**src/rtl/ca_seq_pkg.sv**
```systemverilog
// Shared types and control opcodes for the cellular-automaton instruction sequencer.
// Optional single-step mode is enabled with CA_SEQ_STEP_EN.
package ca_seq_pkg;

  localparam int unsigned INSTR_W = 16;
  localparam int unsigned OPC_W   = 4;
  localparam int unsigned IMM_W   = 12;
  localparam int unsigned GEN_W   = 16;

  localparam logic [OPC_W-1:0] OP_JMP  = 4'h8;
  localparam logic [OPC_W-1:0] OP_CALL = 4'h9;
  localparam logic [OPC_W-1:0] OP_RET  = 4'hA;
  localparam logic [OPC_W-1:0] OP_BR   = 4'hB;
  localparam logic [OPC_W-1:0] OP_HALT = 4'hF;

  typedef enum logic [2:0] {
    ST_IDLE,
    ST_FETCH,
    ST_EXEC,
    ST_COMMIT,
    ST_ERROR
`ifdef CA_SEQ_STEP_EN
    , ST_STEP_WAIT
`endif
  } seq_state_t;

  typedef struct packed {
    logic [OPC_W-1:0] opcode;
    logic [IMM_W-1:0] imm;
  } instr_t;

endpackage

```
**src/rtl/ca_seq_return_stack.sv**
```systemverilog
// Return-address stack: register array with push/pop, combinational top-of-stack.
module ca_seq_return_stack
  import ca_seq_pkg::*;
#(
  parameter int unsigned PC_WIDTH = 12,
  parameter int unsigned SP_WIDTH = 5
) (
  input  logic                clk,
  input  logic                rst,
  input  logic                clear,
  input  logic                push,
  input  logic                pop,
  input  logic [PC_WIDTH-1:0] push_data,
  output logic [PC_WIDTH-1:0] top,
  output logic [SP_WIDTH-1:0] sp,
  output logic                full,
  output logic                empty
);

  localparam int unsigned DEPTH = 1 << SP_WIDTH;

  logic [PC_WIDTH-1:0] mem [DEPTH];

  always_ff @(posedge clk) begin
    if (rst || clear) begin
      sp <= '0;
    end else if (push) begin
      sp <= sp + SP_WIDTH'(1);
    end else if (pop) begin
      sp <= sp - SP_WIDTH'(1);
    end
  end

  // Contents need no reset; only the pointer defines what is live.
  always_ff @(posedge clk) begin
    if (push) begin
      mem[sp] <= push_data;
    end
  end

  assign top   = mem[sp - SP_WIDTH'(1)];
  assign full  = &sp;
  assign empty = (sp == '0);

endmodule

```
**src/rtl/ca_sequencer.sv**
```systemverilog
// Global instruction sequencer: fetch/exec loop, return stack, divergence branching, commit.
// Define CA_SEQ_STEP_EN to add the step input and single-instruction stepping.
module ca_sequencer
  import ca_seq_pkg::*;
#(
  parameter int unsigned PC_WIDTH = 12,
  parameter int unsigned SP_WIDTH = 5
) (
  input  logic                clk,
  input  logic                rst,
  input  logic                start,
`ifdef CA_SEQ_STEP_EN
  input  logic                step,
`endif
  output logic                busy,
  output logic                gen_done,
  output logic [GEN_W-1:0]    gen_count,
  output logic                prog_rd,
  output logic [PC_WIDTH-1:0] prog_addr,
  input  logic [INSTR_W-1:0]  prog_data,
  output logic [INSTR_W-1:0]  instruction,
  output logic [PC_WIDTH-1:0] next_program_counter,
  output logic [SP_WIDTH-1:0] next_stack_pointer,
  output logic                execution_enable,
  input  logic                diverge_any,
  input  logic                diverge_all,
  output logic                state_commit,
  output logic                stack_error
);

  seq_state_t          state, state_nxt;
  logic [PC_WIDTH-1:0] pc, pc_nxt, pc_inc, imm;
  logic [INSTR_W-1:0]  instr_q;
  instr_t              dec;
  logic                push, pop, stk_err, stk_clear;
  logic [PC_WIDTH-1:0] stk_top;
  logic [SP_WIDTH-1:0] sp;
  logic                stk_full, stk_empty;

  ca_seq_return_stack #(
    .PC_WIDTH (PC_WIDTH),
    .SP_WIDTH (SP_WIDTH)
  ) u_stack (
    .clk       (clk),
    .rst       (rst),
    .clear     (stk_clear),
    .push      (push),
    .pop       (pop),
    .push_data (pc_inc),
    .top       (stk_top),
    .sp        (sp),
    .full      (stk_full),
    .empty     (stk_empty)
  );

  assign dec    = instr_t'(prog_data);
  assign pc_inc = pc + PC_WIDTH'(1);
  assign imm    = PC_WIDTH'(dec.imm);

  always_ff @(posedge clk) begin
    if (rst) begin
      state <= ST_IDLE;
    end else begin
      state <= state_nxt;
    end
  end

  // Next state, control-flow decode and the combinational broadcast outputs.
  always_comb begin
    state_nxt        = state;
    pc_nxt           = pc;
    push             = 1'b0;
    pop              = 1'b0;
    stk_err          = 1'b0;
    stk_clear        = 1'b0;
    execution_enable = 1'b0;
    instruction      = instr_q;

    case (state)
      ST_IDLE: begin
        stk_clear = 1'b1;
        pc_nxt    = '0;
        if (start) state_nxt = ST_FETCH;
      end
      ST_FETCH: state_nxt = ST_EXEC;
      ST_EXEC: begin
        instruction      = prog_data;
        execution_enable = 1'b1;
        pc_nxt           = pc_inc;
`ifdef CA_SEQ_STEP_EN
        state_nxt        = ST_STEP_WAIT;
`else
        state_nxt        = ST_FETCH;
`endif
        case (dec.opcode)
          OP_JMP: pc_nxt = imm;
          OP_CALL: begin
            if (stk_full) stk_err = 1'b1;
            else begin
              push   = 1'b1;
              pc_nxt = imm;
            end
          end
          OP_RET: begin
            if (stk_empty) stk_err = 1'b1;
            else begin
              pop    = 1'b1;
              pc_nxt = stk_top;
            end
          end
          OP_BR: begin
            if (diverge_all) begin
              pc_nxt = imm;
            end else if (diverge_any) begin
              // Mixed divergence: remember the fall-through for the masked cells.
              if (stk_full) stk_err = 1'b1;
              else begin
                push   = 1'b1;
                pc_nxt = imm;
              end
            end
          end
          OP_HALT: begin
            pc_nxt    = pc;
            state_nxt = ST_COMMIT;
          end
          default: ;
        endcase
        if (stk_err) begin
          execution_enable = 1'b0;
          pc_nxt           = pc;
          state_nxt        = ST_ERROR;
        end
      end
      ST_COMMIT: state_nxt = ST_IDLE;
      ST_ERROR:  state_nxt = ST_ERROR;
`ifdef CA_SEQ_STEP_EN
      ST_STEP_WAIT: if (step) state_nxt = ST_FETCH;
`endif
      default: state_nxt = ST_IDLE;
    endcase
  end

  assign next_program_counter = pc_nxt;
  assign next_stack_pointer   = push ? sp + SP_WIDTH'(1) :
                                pop  ? sp - SP_WIDTH'(1) : sp;

  // Registered status, fetch strobe and commit outputs.
  always_ff @(posedge clk) begin
    if (rst) begin
      pc           <= '0;
      instr_q      <= '0;
      busy         <= 1'b0;
      prog_rd      <= 1'b0;
      prog_addr    <= '0;
      state_commit <= 1'b0;
      gen_done     <= 1'b0;
      gen_count    <= '0;
      stack_error  <= 1'b0;
    end else begin
      pc           <= pc_nxt;
      instr_q      <= instruction;
      busy         <= (state_nxt != ST_IDLE);
      prog_rd      <= (state_nxt == ST_FETCH);
      prog_addr    <= (state_nxt == ST_FETCH) ? pc_nxt : '0;
      state_commit <= (state_nxt == ST_COMMIT);
      gen_done     <= state_commit;
      if (state == ST_COMMIT) gen_count <= gen_count + GEN_W'(1);
      if (stk_err) stack_error <= 1'b1;
    end
  end

endmodule

```
**config.mk**
```make
export PLATFORM = sky130hd
export DESIGN_NAME = ca_sequencer
export DESIGN_NICKNAME = d
export VERILOG_FILES = /design/src/rtl/ca_seq_pkg.sv /design/src/rtl/ca_seq_return_stack.sv /design/src/rtl/ca_sequencer.sv
export SDC_FILE = /design/constraint.sdc
export NUM_CORES = 1
export LEC_CHECK = 0
export CELL_PAD_IN_SITES_DETAIL_PLACEMENT = 1
export CELL_PAD_IN_SITES_GLOBAL_PLACEMENT = 2
export CORE_MARGIN = 2
export CORE_UTILIZATION = 45
export CTS_BUF_LIST = sky130_fd_sc_hd__clkbuf_16
export DETAILED_ROUTE_END_ITERATION = 10
export PLACE_DENSITY = 0.81
export SLEW_MARGIN = 5
export SYNTH_ARGS = -nofsm -noshare
export SYNTH_HDL_FRONTEND = slang
export SYNTH_SLANG_ARGS = --single-unit
```
**constraint.sdc**
```tcl
create_clock -name clk -period 5.75 [get_ports clk]
set_clock_uncertainty 0.15 [all_clocks]
set_input_delay 1.15 -clock clk [delete_from_list [all_inputs] [get_ports clk]]
set_output_delay 1.15 -clock clk [all_outputs]
set_load 0.005 [all_outputs]
```
======== Word level (Yosys, flattened, before mapping) ========
Memory sizes are Yosys's and may differ from the RTL's.
Cells that the tools add are included.
word-level totals
  flip-flop bits (word level) ............. 69
  output and inout bits ................... 67
  bits in writable memories ............... 384
  memories kept ........................... 1
  input bits .............................. 21
operators by class
  reduce and logical (&&, ||, !) cells .... 6
  equality and inequality tests ........... 11
  bitwise logic cells ..................... 1
  mux-type cells .......................... 34
  $add $sub $neg .......................... 4
memories
  memory       words  bits a word  rd ports  clocked after Yosys merged registers in  wr ports  RTL line                   RTL
  u_stack.mem  32     12           1         0                                        1         ca_seq_return_stack.sv:22  logic [PC_WIDTH-1:0] mem [DEPTH];
operators by type and width
  cell                                                  count
  two-way mux 12 bit                                    5
  one-hot mux 12 bit (5 select lines)                   1
  one-hot mux 12 bit (2 select lines)                   1
  equality test 4 bit (second input constant)           5
  two-way mux 1 bit                                     18
  adder 16 x 1 -> 16 bit (second input constant)        1
  two-way mux 16 bit                                    1
  adder 12 x 1 -> 12 bit (second input constant)        1
  one-hot mux 3 bit (4 select lines)                    1
  two-way mux 5 bit                                     2
  equality test 3 x 2 -> 1 bit (second input constant)  3
  equality test 3 x 1 -> 1 bit (second input constant)  2
  two-way mux 3 bit                                     2
  adder 5 x 1 -> 5 bit (second input constant)          1
  logical NOT 5 bit                                     1
  AND reduction 5 bit                                   1
  subtractor 5 x 1 -> 5 bit (second input constant)     1
  equality test 3 bit (second input constant)           1
  logical NOT 3 bit                                     1
  one-hot mux 1 bit (3 select lines)                    1
  nonzero test 3 bit                                    1
  two-way mux 2 bit                                     1
  one-hot mux 1 bit (2 select lines)                    1
  OR reduction 2 bit                                    1
  other kinds (2)                                       2

======== Logic depth before layout (Yosys ltp) ========
Gate-level depths: netlist (run 1).
  word-level depth ........................ 11
  depth in mapped cells ................... 14
  mapped depth without buffers ............ 10

======== Hierarchy ========
A second synthesis (run 1) with hierarchy kept.
unflattened totals
  cells, all modules ...................... 1131
  area, all modules ....................... 18874.4 um2
by module, submodules not included
  module               times used  area each (um2)  cells each
  ca_seq_return_stack  1           15546.2          721
  ca_sequencer         1           3328.2           410

======== Least setup slack after synthesis (run 1) ========
No wires, ideal clock.
  kind .................................... reg-to-output
  start ................................... register u_stack.sp[0]
  end ..................................... output port next_program_counter[2]
  stages on the path, launching flop included .. 14
  path buffers ............................ 6
  arrival ................................. 3216 ps
  setup slack ............................. 1234 ps
  cells stage by stage .................... dfxtp_1 -> buf_4 -> buf_2 -> buf_2 -> inv_1 -> clkbuf_1 -> ha_1 -> clkbuf_1 -> clkbuf_1 -> mux4_2 -> mux2i_1 -> a32oi_1 -> nand3_1 -> nand2_1
between the ends
  cells in the longest elaborated chain, start to end .. 8
  elaborated cells on any way between the ends .. 17
ends and longest elaborated chain
  item                                                                               RTL line                   RTL
  from (decl)                                                                        ca_seq_return_stack.sv:15  output logic [SP_WIDTH-1:0] sp,
  from (signal assigned)                                                             ca_seq_return_stack.sv:28  sp <= sp + SP_WIDTH'(1);
  from (signal assigned)                                                             ca_seq_return_stack.sv:30  sp <= sp - SP_WIDTH'(1);
  parallel branches: the longest is 6 deep, another holds memory read (32 x 12 bit)  n/a
  two-way mux 12 bit (*)                                                             ca_sequencer.sv:129        if (stk_err) begin
  one-hot mux 12 bit (2 select lines) (*)                                            ca_sequencer.sv:79         case (state)
  to (decl)                                                                          ca_sequencer.sv:22         output logic [PC_WIDTH-1:0] next_program_counter,
Every way passes the cells marked *. The select of a mux whose other input is x is not followed.

======== Final worst setup path (run 1) ========
  start ................................... register u_stack.sp[1]
  end ..................................... output port next_program_counter[9]
The elaborated chain is that of the path after synthesis.

==> results.py, run 1 <==
metrics = {
    "pwr": {
        "pwr-share-seq_pct": 51.4,
        "power_switching_share_pct": 20.1,
        "pwr-share-clk_pct": 46.6,
        "power_density_nw_per_um2": 313,
        "pwr-share-comb_pct": 2.0,
        "p_leak_nw": 6.92,
        "ir_drop_mv": 0.270,
        "switchingPower_mw": 1.38,
        "intPower_mw": 5.49,
    },
    "worst_setup_path": {
        "critPathLaunch": "u_stack.sp[1]",
        "r2r-start": "u_stack.sp[1]",
        "setup.worst_path.class": "reg2out",
        "regToRegSetupSlack_ns": 2.15,
        "r2r_end": "u_stack.mem[13][4]",
        "critPathMaxFanout": 11,
        "crit_required_ns": 4.45,
        "startpoint_type": "flop",
        "ff2ff_path_depth": 8,
        "worstSetupEndpointType": "output pin",
        "arrival_ns": 4.27,
    },
    "synthesis": {
        "synth_edf_count": 384,
        "async_flop_share_pct": 0,
        "synth_fp_nets": 1197,
        "synthCells": 1168,
        "ys_seq_area_share_pct": 69.7,
        "yosysTopAreaCell": "edfxtp_1",
        "yosysWarnings": 0,
        "ys_ff_latch": 453,
        "synthTopCellsByArea": "edfxtp_1, mux4_2, dfxtp_1",
        "syn_avg_cell_area_um2": 15.9,
        "synth_cell_types": 72,
        "synth-main-ff-cell": "edfxtp_1",
        "syn_area_um2": 18500,
        "yosysTopAreaCellShare_pct": 62.2,
    },
    "clock_network": {
        "cts-root-buf": "clkbuf_16",
        "cts_tree": "built",
        "cts_buffers": 47,
        "cts_buffer_depth": 3,
        "cts-hold-fix-buffers": 0,
        "clk_pin_slew_ns": 0.06,
        "clk_latency_ns": 0.59,
        "cts_setup_buffers": 0,
        "htreeDepth": 2,
        "cts_sinks": 453,
        "cts_resized": 3,
    },
    "final_layout": {
        "finalNonFillerCells": 1872,
        "antenna_cells": 0,
        "fin_nets": 1332,
        "multi_input_area_um2": 5350,
        "fin_area_um2": 22000,
        "drive_above_1_share_pct": 19.6,
        "seq_area_um2": 12900,
        "area_delta_synth_final_pct": 18.6,
        "n_fill_cell": 3832,
    },
    "global_routing": {
        "grt_overflow": 0,
        "grt_max_degree": 51,
        "grt_usage_pct": 24.1,
        "grt_pass1_vias": 11500,
        "antenna_found_initial": 0,
        "grt_pass1_wl_mm": 74.5,
    },
    "die": {
        "die_h_um": 207,
        "rows": 74,
        "coreArea_um2": 40700,
        "start_util_pct": 45.5,
        "die_width_um": 207,
        "pin_count": 88,
        "die_area_um2": 42800,
    },
    "place": {
        "place.gp.congestion": 0.902,
        "port-buffer-count": 87,
        "place_area_um2": 20300,
        "place_inst": 1786,
        "dp_hpwl_mm": 32.3,
        "preCtsSetupSlack_ns": 0.460,
    },
    "routing": {
        "wl_per_cell_um": 26.8,
        "ant_nets": 0,
        "dr.pass1.iters": 5,
        "drtIter0Drc": 948,
        "num_vias": 11100,
        "via_per_inst": 5.90,
        "routed_wl_mm": 50.3,
        "drc": 0,
    },
    "min_path": {
        "min_to": "instr_q[12]",
        "min_path_type": "reg2reg",
        "min_from": "instr_q[12]",
        "hold_depth": 2,
    },
    "timing": {
        "tightest_slew_ns": 1.11,
        "fin_ws_ns": 0.179,
        "period_share_pct": 96.9,
        "fin_crit_ns": 5.57,
        "setup_viol": 0,
        "report.final.hold_viol_count": 0,
        "rsz0062_at_grt": "false",
        "slew_violations": 0,
        "setup_tns_ns": 0,
        "fmax_mhz": 179,
        "slew_headroom_pct": 26.3,
    },
    "run": {
        "max_cap_viol_count": 0,
    },
    "outcome": {
        "status": "finished, final reports clean",
    },
}
==> worst max-delay path by stage <==
stage,endpoint,slack [ns],cells after the start
6_report,next_program_counter[9],0.18,9
5_1_grt,next_program_counter[9],0.03,9
4_1_cts,next_program_counter[9],0.05,9
3_3_place_gp,next_program_counter[9],0.45,8
2_1_floorplan,next_program_counter[2],1.23,13
3_5_place_dp,next_program_counter[9],0.46,8
==> cells by family after synthesis <==
| kind of cell | synth area share, % |
|---|---|
| and+or+nand+nor | 8.57 |
| buffers and inverters | 1.96 |
| DFF | 69.7 |
| adders and majority gates | 0.594 |
| AOI/OAI and AO/OA | 5.41 |
| xor gates and xnor gates | 1.37 |
| muxes | 12.4 |
==> worst max-delay path, cell delays in order (launching register included) <==
cell and delay (ns):
dfxtp_2 0.40, inv_1 0.16, ha_1 0.59, nor3b_1 0.60, xnor2_1 0.19, o311ai_0 0.23, a311oi_1 0.60, nor4_2 0.16
nor2_1 0.18, clkdlybuf4s50_1 0.55
==> stage by stage <==
stage | power (mW) | hold WS (ns) | utilization, %
3_3_place_gp | 3.74 | 0.300 | 49.9
4_1_cts | 6.93 | 0.320 | 53.9
3_5_place_dp | 3.74 | 0.312 | 49.9
5_1_grt | 7.07 | 0.332 | 53.9
2_1_floorplan | 3.67 | 0.294 | -
6_report | 6.87 | 0.316 | 53.9
==> metal layers <==
| layer | track usage, % | wire length [um] | vias to the layer above |
|---|---|---|---|
| met5 | 0 | 0 | - |
| met4 | 11.4 | 2150 | 0 |
| met3 | 3.96 | 3160 | 109 |
| met2 | 39.8 | 24500 | 424 |
| met1 | 31.5 | 20500 | 5680 |
| li1 | - | - | 4840 |
==> final cells by class <==
class	count	area share [%]
clock buffers	49	5.58
clock inverters	37	1.80
inverters	15	0.273
multi-input cells	636	24.4
flip-flops and latches	453	58.8
well taps	532	3.03
repair buffers	150	6.18
==> flip-flops by register name, summed over array words and instances (netlist names) <==
register      count
gen_count        16
state             3
instr_q          16
stack_error       1
gen_done          1
state_commit      1
busy              1
prog_addr        12
pc               12
prog_rd           1
u_stack.sp        5
u_stack.mem     384
==> Yosys cell counts (3+ instances only) <==
library cell  count
a31oi_1          22
mux2i_1          14
inv_1            13
or3_1             4
nor2_1           58
o21a_1            7
buf_1             3
nor3_1           14
nand3_1          39
mux4_2           96
o311ai_1          4
o211ai_1         10
buf_4             4
a22oi_1           5
xnor2_1          15
nand2b_1          4
a32oi_1          11
and3_1            4
and4_1            3
dfxtp_1          69
ha_1              8
xor2_1           14
edfxtp_1        384
nor3_2            3
and2_1            9
o32ai_1           5
clkbuf_1         33
o21ai_0          13
or2_2             7
nand2_1         158
nor2b_1           5
a21oi_1          43
a41oi_1           4
nor4_1            3
nand4_1          12
buf_2            22
==> layout by cell type, fill, tap and decap left out, types with 3 or more instances in the layout <==
cell	count
and2_1	9
and3_1	4
o21a_1	7
a22oi_1	5
o32ai_1	5
mux2i_1	14
edfxtp_1	384
nand2b_1	4
ha_1	7
a31oi_1	22
nand2_1	158
o211ai_1	10
or2_2	7
dfxtp_1	67
a41oi_1	4
xor2_1	12
and4_1	3
nand3_1	39
buf_4	60
nand4_1	12
nor3_2	3
or3_1	4
a21oi_1	43
inv_1	17
mux4_2	96
clkbuf_16	49
xnor2_1	10
o21ai_0	13
clkinvlp_4	3
nor2b_1	5
nor3_1	14
clkdlybuf4s50_1	86
clkinv_1	10
a32oi_1	11
o311ai_1	4
xnor2_2	4
clkinv_2	9
bufinv_16	8
nor2_1	58
==> power by group through the flow <==
| stage | Sequential (mW) | Combinational, mW | Clock [mW] |
|---|---|---|---|
| 6_report | 3.53 | 0.140 | 3.20 |
| 5_1_grt | 3.53 | 0.152 | 3.38 |
| 4_1_cts | 3.53 | 0.142 | 3.26 |
| 3_5_place_dp | 3.60 | 0.140 | 0 |
| 3_3_place_gp | 3.60 | 0.139 | 0 |
| 2_1_floorplan | 3.60 | 0.0714 | 0 |
Power figures use the tool's default switching activity.
==> inputs of run 2 (changes only) <==
--- a/config.mk
+++ b/config.mk
@@ -8,11 +8,10 @@
 export CELL_PAD_IN_SITES_DETAIL_PLACEMENT = 1
 export CELL_PAD_IN_SITES_GLOBAL_PLACEMENT = 2
 export CORE_MARGIN = 2
-export CORE_UTILIZATION = 45
+export CORE_UTILIZATION = 48
 export CTS_BUF_LIST = sky130_fd_sc_hd__clkbuf_16
 export DETAILED_ROUTE_END_ITERATION = 10
-export PLACE_DENSITY = 0.81
-export SLEW_MARGIN = 5
+export PLACE_DENSITY_LB_ADDON = 0.05
 export SYNTH_ARGS = -nofsm -noshare
 export SYNTH_HDL_FRONTEND = slang
 export SYNTH_SLANG_ARGS = --single-unit
==> constraint.sdc (replaced) <==
create_clock -name clk -period 6.9 [get_ports clk]
set_clock_uncertainty 0.15 [all_clocks]
set_input_delay 1.38 -clock clk [delete_from_list [all_inputs] [get_ports clk]]
set_output_delay 1.38 -clock clk [all_outputs]
set_load 0.005 [all_outputs]
==> results.py, run 2 (synthesis gave the netlist of run 1 again) <==
metrics = {
    "outcome": {
        "status": "finished, final reports clean",
    },
    "final_layout": {
        "most-common-layout-cells": "edfxtp_1, nand2_1, mux4_2",
        "area_delta_synth_final_pct": 17.3,
        "layout_commonest_cell": "edfxtp_1",
        "finalNonFillerCells": 1833,
        "largest_reg_flops": 384,
        "regMostFlops": "u_stack.mem",
        "largestRegisters": "u_stack.mem (384), gen_count (16), instr_q (16)",
        "fin_nets": 1314,
        "drive_above_1_share_pct": 17.9,
        "n_fill_cell": 3501,
    },
    "worst_setup_path": {
        "r2r-start": "u_stack.sp[0]",
        "critPathLaunch": "prog_data[12]",
        "crit_required_ns": 5.37,
        "arrival_ns": 4.88,
        "critPathMaxFanout": 16,
        "startpoint_type": "input port",
        "setup.worst_path.class": "in2out",
        "worstSetupEndpointType": "output pin",
        "ff2ff_path_depth": 8,
    },
    "routing": {
        "dr.pass1.iters": 7,
        "routed_wl_mm": 48.8,
        "wl_per_cell_um": 26.6,
        "via_per_inst": 5.94,
        "drc": 0,
        "ant_nets": 0,
        "num_vias": 10900,
        "drtIter0Drc": 663,
    },
    "die": {
        "rows": 71,
        "coreArea_um2": 37800,
        "die_width_um": 200,
        "die_h_um": 200,
        "start_util_pct": 49.0,
        "pin_count": 88,
        "die_area_um2": 40200,
    },
    "place": {
        "place.gp.congestion": 0.871,
        "place_inst": 1747,
        "port-buffer-count": 87,
        "preCtsSetupSlack_ns": 0.638,
        "dp_hpwl_mm": 31.4,
    },
    "clock_network": {
        "cts-hold-fix-buffers": 0,
        "cts-root-buf": "clkbuf_16",
        "cts_tree": "built",
        "cts_sinks": 453,
        "cts_buffer_depth": 3,
        "clk_pin_slew_ns": 0.06,
        "cts_setup_buffers": 0,
        "cts_buffers": 47,
        "htreeDepth": 2,
        "clk_latency_ns": 0.59,
        "cts_resized": 0,
    },
    "global_routing": {
        "grt_usage_pct": 24.6,
        "antenna_found_initial": 1,
        "grt_pass1_vias": 11400,
        "grt_max_degree": 94,
        "grt_pass1_wl_mm": 73.3,
        "grt_overflow": 0,
    },
    "timing": {
        "fin_ws_ns": 0.495,
        "fmax_mhz": 156,
        "period_share_pct": 92.8,
        "hold_ws_ns": 0.316,
        "rsz0062_at_grt": "false",
        "fin_crit_ns": 6.41,
        "tightest_slew_ns": 1.21,
        "slew_violations": 0,
        "setup_tns_ns": 0,
        "slew_headroom_pct": 19.3,
        "report.final.hold_viol_count": 0,
        "setup_viol": 0,
    },
    "min_path": {
        "min_from": "instr_q[13]",
        "hold_depth": 2,
        "min_path_type": "reg2reg",
    },
    "pwr": {
        "p_leak_nw": 6.81,
        "power_density_nw_per_um2": 256,
        "power_mw": 5.56,
        "ir_drop_mv": 0.201,
    },
    "run": {
        "max_cap_viol_count": 0,
    },
}
## run 2: cell count changes in the layout (fill, tap and decap cells not counted), moves of 3 or more
cell       previous run  this run
inv_1                17        23
clkinv_2              9         5
nor3_1               14        11
bufinv_16             8         5
buf_4                60        42
nor3_2                3         6
## run 2: power by group
part,internal (mW),total [mW],switching [mW]
registers,2.94,2.94,0.00462
clock network,1.45,2.50,1.05
logic,0.0451,0.114,0.0692
## run 2: path summary, 6_finish.rpt
kind	end	slack (ns)
worst max-delay path	next_stack_pointer[3]	0.49
worst min-delay path	instr_q[13]	0.32
worst max register to register	u_stack.mem[0][8]	2.49
worst min register to register	instr_q[13]	0.32
## run 2: cell type report
class / instances / area (um2) / share of cell area, %
repair buffers: 132 / 1240 / 5.71
flip-flops and latches: 453 / 12900 / 59.4
inverters: 15 / 56.3 / 0.259
diodes: 1 / 2.50 / 0.0115
multi-input cells: 636 / 5350 / 24.6
clock inverters: 37 / 329 / 1.51
well taps: 511 / 639 / 2.94
clock buffers: 48 / 1200 / 5.53
## run 2: worst max-delay path, stage by stage
cell	delay, ns
clkdlybuf4s50_1	0.65
nand4bb_1	0.47
a31oi_1	0.40
nand3_1	0.65
o32ai_1	0.54
xor2_1	0.20
clkdlybuf4s50_1	0.58
## run 2: per-stage QoR
stage                     instance area [um2]  utilization [%]
after floorplan                         18500                -
after global placement                  20200             53.4
after detailed placement                20200             53.4
after CTS                               21700             57.4
after global routing                    21700             57.4
final                                   21700             57.4
## run 2: per-layer routing
metal | routed length [um] | vias to the layer above | track usage [%]
li1 | - | 4814 | -
met2 | 23100 | 360 | 39.1
met5 | 0 | - | 0
met4 | 1970 | 0 | 10.6
met3 | 2770 | 91 | 4.33
met1 | 20900 | 5630 | 33.8
